[src/rtl/mem_port_arbiter.sv]
// -----------------------------------------------------------------------------
// mem_port_arbiter
//
// Shares the single unified memory port between the fetch stage (instruction
// reads) and the memory stage (data loads/stores). One transaction is in
// flight at a time. Data requests win arbitration, but a small starvation
// counter forces a fetch grant after MAX_WAIT consecutive data grants taken
// while fetch was waiting.
//
// The sequencer has three states:
//   IDLE - arbitrate; a grant latches the request fields and moves to BUSY
//   BUSY - M_REQ held with the latched fields until M_ACK, M_ERR or timeout
//   RESP - one-cycle DONE pulse to the owner with FAULT/RDATA valid
//
// Ports
//   CLK, RESET            clock (rising edge), asynchronous active-high reset
//   IF_REQ/IF_ADDR        fetch read request, level held until IF_DONE
//   IF_RDATA/IF_DONE/IF_FAULT/IF_STALL
//                         32-bit instruction word, completion pulse, fault,
//                         stall level (IF_REQ & ~IF_DONE)
//   D_REQ/D_WE/D_SIZE/D_ADDR/D_WDATA
//                         data request, held until D_DONE
//   D_RDATA/D_DONE/D_FAULT/D_STALL
//                         raw 64-bit word, completion pulse, fault, stall level
//   M_REQ/M_WE/M_SIZE/M_ADDR/M_WDATA
//                         memory request and its latched fields
//   M_RDATA/M_ACK/M_ERR   memory read data, completion, bus error
//   OWNER_D               current or last grant went to data (debug)
// -----------------------------------------------------------------------------
module mem_port_arbiter #(
  parameter int MAX_WAIT = 3,    // data grants allowed while fetch waits
  parameter int TIMEOUT  = 255   // BUSY cycles before abort with fault
) (
  input  logic        CLK,
  input  logic        RESET,
  // fetch requester
  input  logic        IF_REQ,
  input  logic [63:0] IF_ADDR,
  output logic [31:0] IF_RDATA,
  output logic        IF_DONE,
  output logic        IF_FAULT,
  output logic        IF_STALL,
  // data requester
  input  logic        D_REQ,
  input  logic        D_WE,
  input  logic [1:0]  D_SIZE,
  input  logic [63:0] D_ADDR,
  input  logic [63:0] D_WDATA,
  output logic [63:0] D_RDATA,
  output logic        D_DONE,
  output logic        D_FAULT,
  output logic        D_STALL,
  // memory port
  output logic        M_REQ,
  output logic        M_WE,
  output logic [1:0]  M_SIZE,
  output logic [63:0] M_ADDR,
  output logic [63:0] M_WDATA,
  input  logic [63:0] M_RDATA,
  input  logic        M_ACK,
  input  logic        M_ERR,
  // debug
  output logic        OWNER_D
);

  typedef enum logic [1:0] {
    ST_IDLE = 2'd0,
    ST_BUSY = 2'd1,
    ST_RESP = 2'd2
  } state_e;

  localparam logic [1:0] MAX_WAIT_C = 2'(MAX_WAIT);
  // The abort fires on the edge where the counter would reach TIMEOUT, so the
  // fault response starts exactly TIMEOUT cycles after the grant edge.
  localparam logic [7:0] TMO_LAST_C = 8'(TIMEOUT - 1);
  localparam logic [1:0] SIZE_WORD  = 2'd2;

  state_e      state_q,    state_d;
  logic        owner_q,    owner_d;     // 1 = data owns the port
  logic [63:0] addr_q,     addr_d;
  logic        we_q,       we_d;
  logic [1:0]  size_q,     size_d;
  logic [63:0] wdata_q,    wdata_d;
  logic [1:0]  starve_q,   starve_d;
  logic [7:0]  tmo_q,      tmo_d;
  logic        fault_q,    fault_d;
  logic [31:0] if_rdata_q, if_rdata_d;
  logic [63:0] d_rdata_q,  d_rdata_d;

  logic grant_data;
  logic grant_fetch;

  // Data wins unless fetch is waiting and has already been passed over
  // MAX_WAIT times in a row.
  assign grant_data  = D_REQ && (!IF_REQ || (starve_q < MAX_WAIT_C));
  assign grant_fetch = IF_REQ && !grant_data;

  always_comb begin
    // NOTE: every next-state signal gets a default here so no path through
    // the case statement leaves a variable unassigned and infers a latch.
    state_d    = state_q;
    owner_d    = owner_q;
    addr_d     = addr_q;
    we_d       = we_q;
    size_d     = size_q;
    wdata_d    = wdata_q;
    starve_d   = starve_q;
    tmo_d      = tmo_q;
    fault_d    = fault_q;
    if_rdata_d = if_rdata_q;
    d_rdata_d  = d_rdata_q;

    unique case (state_q)
      ST_IDLE: begin
        tmo_d = '0;
        if (grant_data) begin
          state_d = ST_BUSY;
          owner_d = 1'b1;
          addr_d  = D_ADDR;
          we_d    = D_WE;
          size_d  = D_SIZE;
          wdata_d = D_WDATA;
          // Only grants that bypass a waiting fetch count toward starvation.
          if (IF_REQ && (starve_q < MAX_WAIT_C)) begin
            starve_d = starve_q + 2'd1;
          end
        end else if (grant_fetch) begin
          state_d  = ST_BUSY;
          owner_d  = 1'b0;
          addr_d   = IF_ADDR;
          we_d     = 1'b0;
          size_d   = SIZE_WORD;
          wdata_d  = '0;
          starve_d = '0;
        end
      end

      ST_BUSY: begin
        tmo_d = tmo_q + 8'd1;
        if (M_ACK || M_ERR) begin
          state_d = ST_RESP;
          fault_d = M_ERR;               // error wins over a coincident ack
          if (owner_q) begin
            d_rdata_d = M_RDATA;
          end else if (M_ERR) begin
            if_rdata_d = '0;
          end else begin
            if_rdata_d = addr_q[2] ? M_RDATA[63:32] : M_RDATA[31:0];
          end
        end else if (tmo_q == TMO_LAST_C) begin
          state_d = ST_RESP;
          fault_d = 1'b1;
          if (owner_q) begin
            d_rdata_d = '0;
          end else begin
            if_rdata_d = '0;
          end
        end
      end

      ST_RESP: begin
        state_d = ST_IDLE;
      end

      default: begin
        state_d = ST_IDLE;
      end
    endcase
  end

  always_ff @(posedge CLK or posedge RESET) begin
    if (RESET) begin
      state_q    <= ST_IDLE;
      owner_q    <= 1'b0;
      addr_q     <= '0;
      we_q       <= 1'b0;
      size_q     <= '0;
      wdata_q    <= '0;
      starve_q   <= '0;
      tmo_q      <= '0;
      fault_q    <= 1'b0;
      if_rdata_q <= '0;
      d_rdata_q  <= '0;
    end else begin
      // NOTE: non-blocking assignments so every register samples the
      // pre-edge values computed by the combinational block.
      state_q    <= state_d;
      owner_q    <= owner_d;
      addr_q     <= addr_d;
      we_q       <= we_d;
      size_q     <= size_d;
      wdata_q    <= wdata_d;
      starve_q   <= starve_d;
      tmo_q      <= tmo_d;
      fault_q    <= fault_d;
      if_rdata_q <= if_rdata_d;
      d_rdata_q  <= d_rdata_d;
    end
  end

  // Outputs decode directly from registered state, so an asynchronous reset
  // drops M_REQ and any DONE pulse without waiting for a clock edge.
  assign M_REQ    = (state_q == ST_BUSY);
  assign M_WE     = we_q;
  assign M_SIZE   = size_q;
  assign M_ADDR   = addr_q;
  assign M_WDATA  = wdata_q;

  assign IF_DONE  = (state_q == ST_RESP) && !owner_q;
  assign D_DONE   = (state_q == ST_RESP) &&  owner_q;
  assign IF_FAULT = IF_DONE && fault_q;
  assign D_FAULT  = D_DONE  && fault_q;
  assign IF_RDATA = if_rdata_q;
  assign D_RDATA  = d_rdata_q;

  assign IF_STALL = IF_REQ && !IF_DONE;
  assign D_STALL  = D_REQ  && !D_DONE;

  assign OWNER_D  = owner_q;

endmodule

[config.mk]
export PLATFORM = sky130hd
export DESIGN_NAME = mem_port_arbiter
export DESIGN_NICKNAME = d
export VERILOG_FILES = /design/src/rtl/mem_port_arbiter.sv
export SDC_FILE = /design/constraint.sdc
export NUM_CORES = 1
export LEC_CHECK = 0
export BUFFER_PORTS_ARGS = -buffer_cell sky130_fd_sc_hd__buf_2
export CAP_MARGIN = 20
export CORE_AREA = 3 3 195 197
export CTS_BUF_LIST = sky130_fd_sc_hd__clkbuf_8
export DETAILED_ROUTE_END_ITERATION = 12
export DIE_AREA = 0 0 198 200
export SLEW_MARGIN = 10
export SYNTH_ARGS = -nofsm -noshare
export SYNTH_HDL_FRONTEND = slang
export SYNTH_SLANG_ARGS = --single-unit
export TNS_END_PERCENT = 5
[constraint.sdc]
create_clock -name CLK -period 8.3 [get_ports CLK]
set_input_delay 0.83 -clock CLK [delete_from_list [all_inputs] [get_ports CLK]]
set_output_delay 0.83 -clock CLK [all_outputs]
set_load 0.02 [all_outputs]
# Yosys cells after proc, flatten, opt, wreduce, memory -nomap -nowiden
# Index checks and enable logic that the tools add are counted.
dict set report op_classes {
  n_addsub 2
  order_cmp 1
  n_eq_ne 10
  n_mux 30
  n_reduce_logical 26
}
# operator count
set ops {}
lappend ops {{$mux 64} 8}
lappend ops {{$mux 32} 6}
lappend ops {{$mux 2} 9}
lappend ops {{$pmux 8 s2} 1}
lappend ops {{$logic_and 1x1->1} 9}
lappend ops {{$add 8x1->8 const B} 1}
lappend ops {{$eq 8x8->1 const B} 1}
lappend ops {{$ne 2x2->1 const B} 4}
lappend ops {{$reduce_and 4->1} 2}
lappend ops {{$reduce_and 2->1} 3}
lappend ops {{$reduce_bool 2->1} 3}
lappend ops {{$logic_not 1->1} 5}
lappend ops {{$mux 1} 5}
lappend ops {{$pmux 2 s2} 1}
lappend ops {{$ne 3x1->1 const B} 1}
lappend ops {{$ne 3x3->1 const B} 1}
lappend ops {{$reduce_and 3->1} 1}
lappend ops {{$add 2x1->2 const B} 1}
lappend ops {{$eq 2x1->1 const B} 1}
lappend ops {{$eq 2x2->1 const B} 1}
lappend ops {{$logic_not 2->1} 1}
lappend ops {{$logic_or 1x1->1} 2}
lappend ops {{$lt 2x2->1 const B} 1}
lappend ops {{$ne 2x1->1 const B} 1}
dict set report word_totals {
  register_bits 241
  in_bits 265
  out_inout_bits 235
  word_cells 80
}

# Depth between registers and ports, before layout
dict set report logic_depth {
  word_depth 8
  depth_mapped 7
  depth_no_buf 5
}

# Least setup slack after synthesis
# OpenSTA, ideal clock, no wires.
dict set report synth_path {
  path_type {reg-to-output}
  start {reg state_q[0]}
  end {out IF_FAULT}
  arrival_time_ns 1.496
  required_time_ns 7.470
  setup_slack_ns 5.974
  stages_incl_launch_ff 4
  path_buffers 1
  path_cell_list {dfrtp_1 buf_2 nor3b_1 and2_1}
}
dict set report synth_via {
  elab_chain_cells 3
}
# item line
set synth_rtl {}
lappend synth_rtl {{from (decl)} 78} ;# state_e state_q, state_d;
lappend synth_rtl {{from (signal assigned)} 187} ;# state_q <= state_d;
lappend synth_rtl {{$eq 2x2->1} 209} ;# assign IF_DONE = (state_q == ST_RESP) && !owner_q;
lappend synth_rtl {{$logic_and 1x1->1} 209}
lappend synth_rtl {{named net IF_DONE} 40} ;# output logic IF_DONE,
lappend synth_rtl {{$logic_and 1x1->1} 211} ;# assign IF_FAULT = IF_DONE && fault_q;
lappend synth_rtl {{to (decl)} 41} ;# output logic IF_FAULT,
# The timed path passes the listed nets, and every way through them passes these cells.

# Worst setup path after layout
dict set report layout_path {
  start {reg state_q[1]}
  end {out IF_FAULT}
}
dict set report layout_via {
  elab_chain_cells 3
}
# item line
set layout_rtl {}
lappend layout_rtl {{$eq 2x2->1} 209}
lappend layout_rtl {{$logic_and 1x1->1} 209}
lappend layout_rtl {{$logic_and 1x1->1} 211}
# No other way between the ends.

==> summary.txt <==
Final layout
  • FILL cells: 3540
  • Area grow syn2layout: 33.1%
  • Layout cells sized above 1: 0.492
  • Fin nets: 1621
  • Final Cell Area: 14600 µm²

Critical path
  • Setup CP Type: reg2out
  • Critical R2R Capture: D_RDATA[22]
  • Worst r2r src: state_q[1]
  • Critical path capture point type: output port
  • R2R Setup Slk: 5.58 ns
  • Worst path arrival time: 2.14 ns
  • R2r worst-path depth: 5
  • CP Max Fanout: 20
  • CP Data Required Time: 7.47 ns
  • Startpoint class of the critical path: flip-flop

Floorplanning
  • Core ar.: 36400 µm²
  • Top Ports: 500
  • Die height: 200 µm
  • Starting density of the core: 0.301
  • Die width: 198 µm
  • Die area: 39600 µm²
  • Row count: 70

Clock network
  • Clk Latency, worst-skew pair: 0.55 ns
  • CTS max path bufs: 3
  • Hold Buf Count CTS: 0
  • Clk slew on worst S/H paths: 0.07 ns
  • # H-tree levels: 2
  • Postcts setup bufs: 0
  • CTS Root Cell: clkbuf_8
  • Post-CTS Resized: 0
  • CTS buffer count: 42
  • CTS tree: done
  • CTS Sinks: 241

Yosys
  • Top_reg_cell synth: dfrtp_1
  • Cell Area, Synth: 11000 µm²
  • Cell taking the most area after synthesis: dfrtp_1
  • Synth top area cells: dfrtp_1 (55%), mux2_2 (9.6%), mux2_1 (6.9%)
  • Synthesis-stage register bit count: 241
  • EDFF count, synth: 0
  • Register area share after synthesis: 0.550
  • Synth Warn #: 0
  • Top-count cell post-synth: dfrtp_1
  • Ys async rst share: 1.00
  • Avg Inst Size Synth: 12.7 µm²
  • Cell variety after synth: 42
  • Syn_nets: 1135
  • Post-synth top area share: 0.550
  • Commonest cells in the netlist: dfrtp_1 (241), mux2_2 (94), nor2b_1 (69)
  • Synthesized instance count: 867

GRT
  • Met3 Use GR: 0.0430
  • Met1 Usage GRT: 0.202
  • Initial antenna violation count: 0
  • Vias in the first global route: 9173
  • Largest net degree at the start of global routing: 115
  • GR Util met2: 0.285
  • Most Used Layer, Global Route: met2
  • Gr ovfl total: 0
  • Total GRT Usage: 0.164
  • First-pass GRT wire length: 51300 µm

STA
  • Fin. Hold Viols: 0
  • Setup TNS: 0 ns
  • Worst-margin pin slew: 0.965 ns
  • Post-route minimum period: 2.97 ns
  • Number of setup violations in the final report: 0
  • Final Cycle Share: 0.358
  • Max Clk Rate: 0.337 GHz
  • RSZ-0062 raised after global routing: false
  • Slew Limit Fails: 0
  • Max transition margin: 0.357
  • Worst clock skew: 0.0182 ns

Worst hold path
  • Worst hold path type: in2async

Power
  • Pwr Total: 5.97 mW
  • Power per cell area: 408 nW/µm²
  • Leak: 7.16 nW
  • VDD IR max: 0.186 mV

Detailed routing
  • Via count: 8898
  • DR WL/cell: 18.6 µm
  • Drt via density: 4.81
  • Initial DRC Count: 377
  • Post-detailed-route count of antenna-violating nets: 0
  • Final wirelength: 34300 µm
  • Drt pass-1 iters: 5
  • # DRC: 0

Placement
  • # port buffers: 499
  • Hpwl dp: 24300 µm
  • Placed Area: 13800 µm²
  • Routability Congestion: 0.801

Run status
  • Status: complete, no violations

Flow run
  • Max Cap Viol: 0
-- placed cells by master (no fill, tap or decap), types with 2 or more instances in the layout --
master	count
inv_1	48
nand3_1	38
o21a_2	2
a21oi_1	4
ha_1	3
buf_2	499
buf_4	14
o21ai_1	5
o31ai_1	2
o21ai_0	4
a221o_1	64
and2_1	2
mux2_1	67
clkinv_2	3
nand2b_1	2
nor2_1	4
or3b_1	2
o211ai_1	32
dfrtp_1	241
or4_1	2
nand2_1	37
clkbuf_8	54
a22o_1	67
nor2b_1	67
mux2_2	94
-- how the worst max path moves through the flow --
stage / to / slack, ns / from / depth (start not counted)
after CTS: IF_FAULT / 5.22 / state_q[1] / 3
final: IF_FAULT / 5.33 / state_q[1] / 3
after detailed placement: M_ADDR[2] / 5.57 / IF_REQ / 5
after global placement: D_RDATA[29] / 5.61 / state_q[1] / 5
after global routing: IF_FAULT / 5.16 / state_q[1] / 3
after floorplan: D_RDATA[0] / 0.85 / RESET / 1
-- per-layer routing --
layer	up-vias	wire, µm
met2	360	17000
met3	44	2640
met1	4333	14000
li1	4161	-
met4	0	661
met5	-	0
-- area by class of cell --
| type | instances | area [µm²] | share of cell area |
|---|---|---|---|
| Sequential cell | 241 | 6030 | 0.413 |
| Multi-Input combinational cell | 517 | 4430 | 0.303 |
| Timing Repair Buffer | 513 | 2600 | 0.178 |
| Clock buffer | 54 | 743 | 0.0509 |
| Tap cell | 468 | 586 | 0.0401 |
| Inverter | 38 | 150 | 0.0103 |
| Clock inverter | 16 | 68.8 | 0.00471 |
| Antenna cell | 1 | 2.50 | 0.000171 |
-- cell families after synthesis --
logic type | after synthesis | share of synthesized area
flip-flops | 241 | 0.550
AO/OA/AOI/OAI | 187 | 0.147
AND/OR/NAND/NOR | 166 | 0.0835
adder cells (fa/ha/maj) | 3 | 0.00342
multiplexers | 161 | 0.165
buffers and inverters | 109 | 0.0514
-- flip-flops by register name, summed over array words and instances, names as in the netlist --
signal / cells
M_WDATA: 64
starve_q: 2
OWNER_D: 1
D_RDATA: 64
IF_RDATA: 32
M_WE: 1
tmo_q: 8
M_SIZE: 2
state_q: 2
fault_q: 1
M_ADDR: 64
-- stage by stage --
stage                     instances  hold slack [ns]   util  setup slack (ns)
after floorplan                 867            0.451      -             0.854
after global placement         1777            0.469  0.379              5.61
after detailed placement       1777            0.477  0.379              5.57
after CTS                      1847            0.440  0.401              5.22
after global routing           1847            0.457  0.401              5.16
final                          1848            0.443  0.401              5.33
-- power by group --
group	internal (mW)	total (mW)	switching [mW]	leakage, nW
combinational	1.15	2.79	1.65	3.83
sequential	1.73	2.11	0.378	2.86
clock	0.579	1.06	0.485	0.468
-- critical path, stage by stage (launching register included) --
cell,delay (ns)
dfrtp_1,0.73
nor3b_1,0.48
and2_1,0.20
buf_2,0.18
No activity file was read; power rests on OpenSTA's default activity.
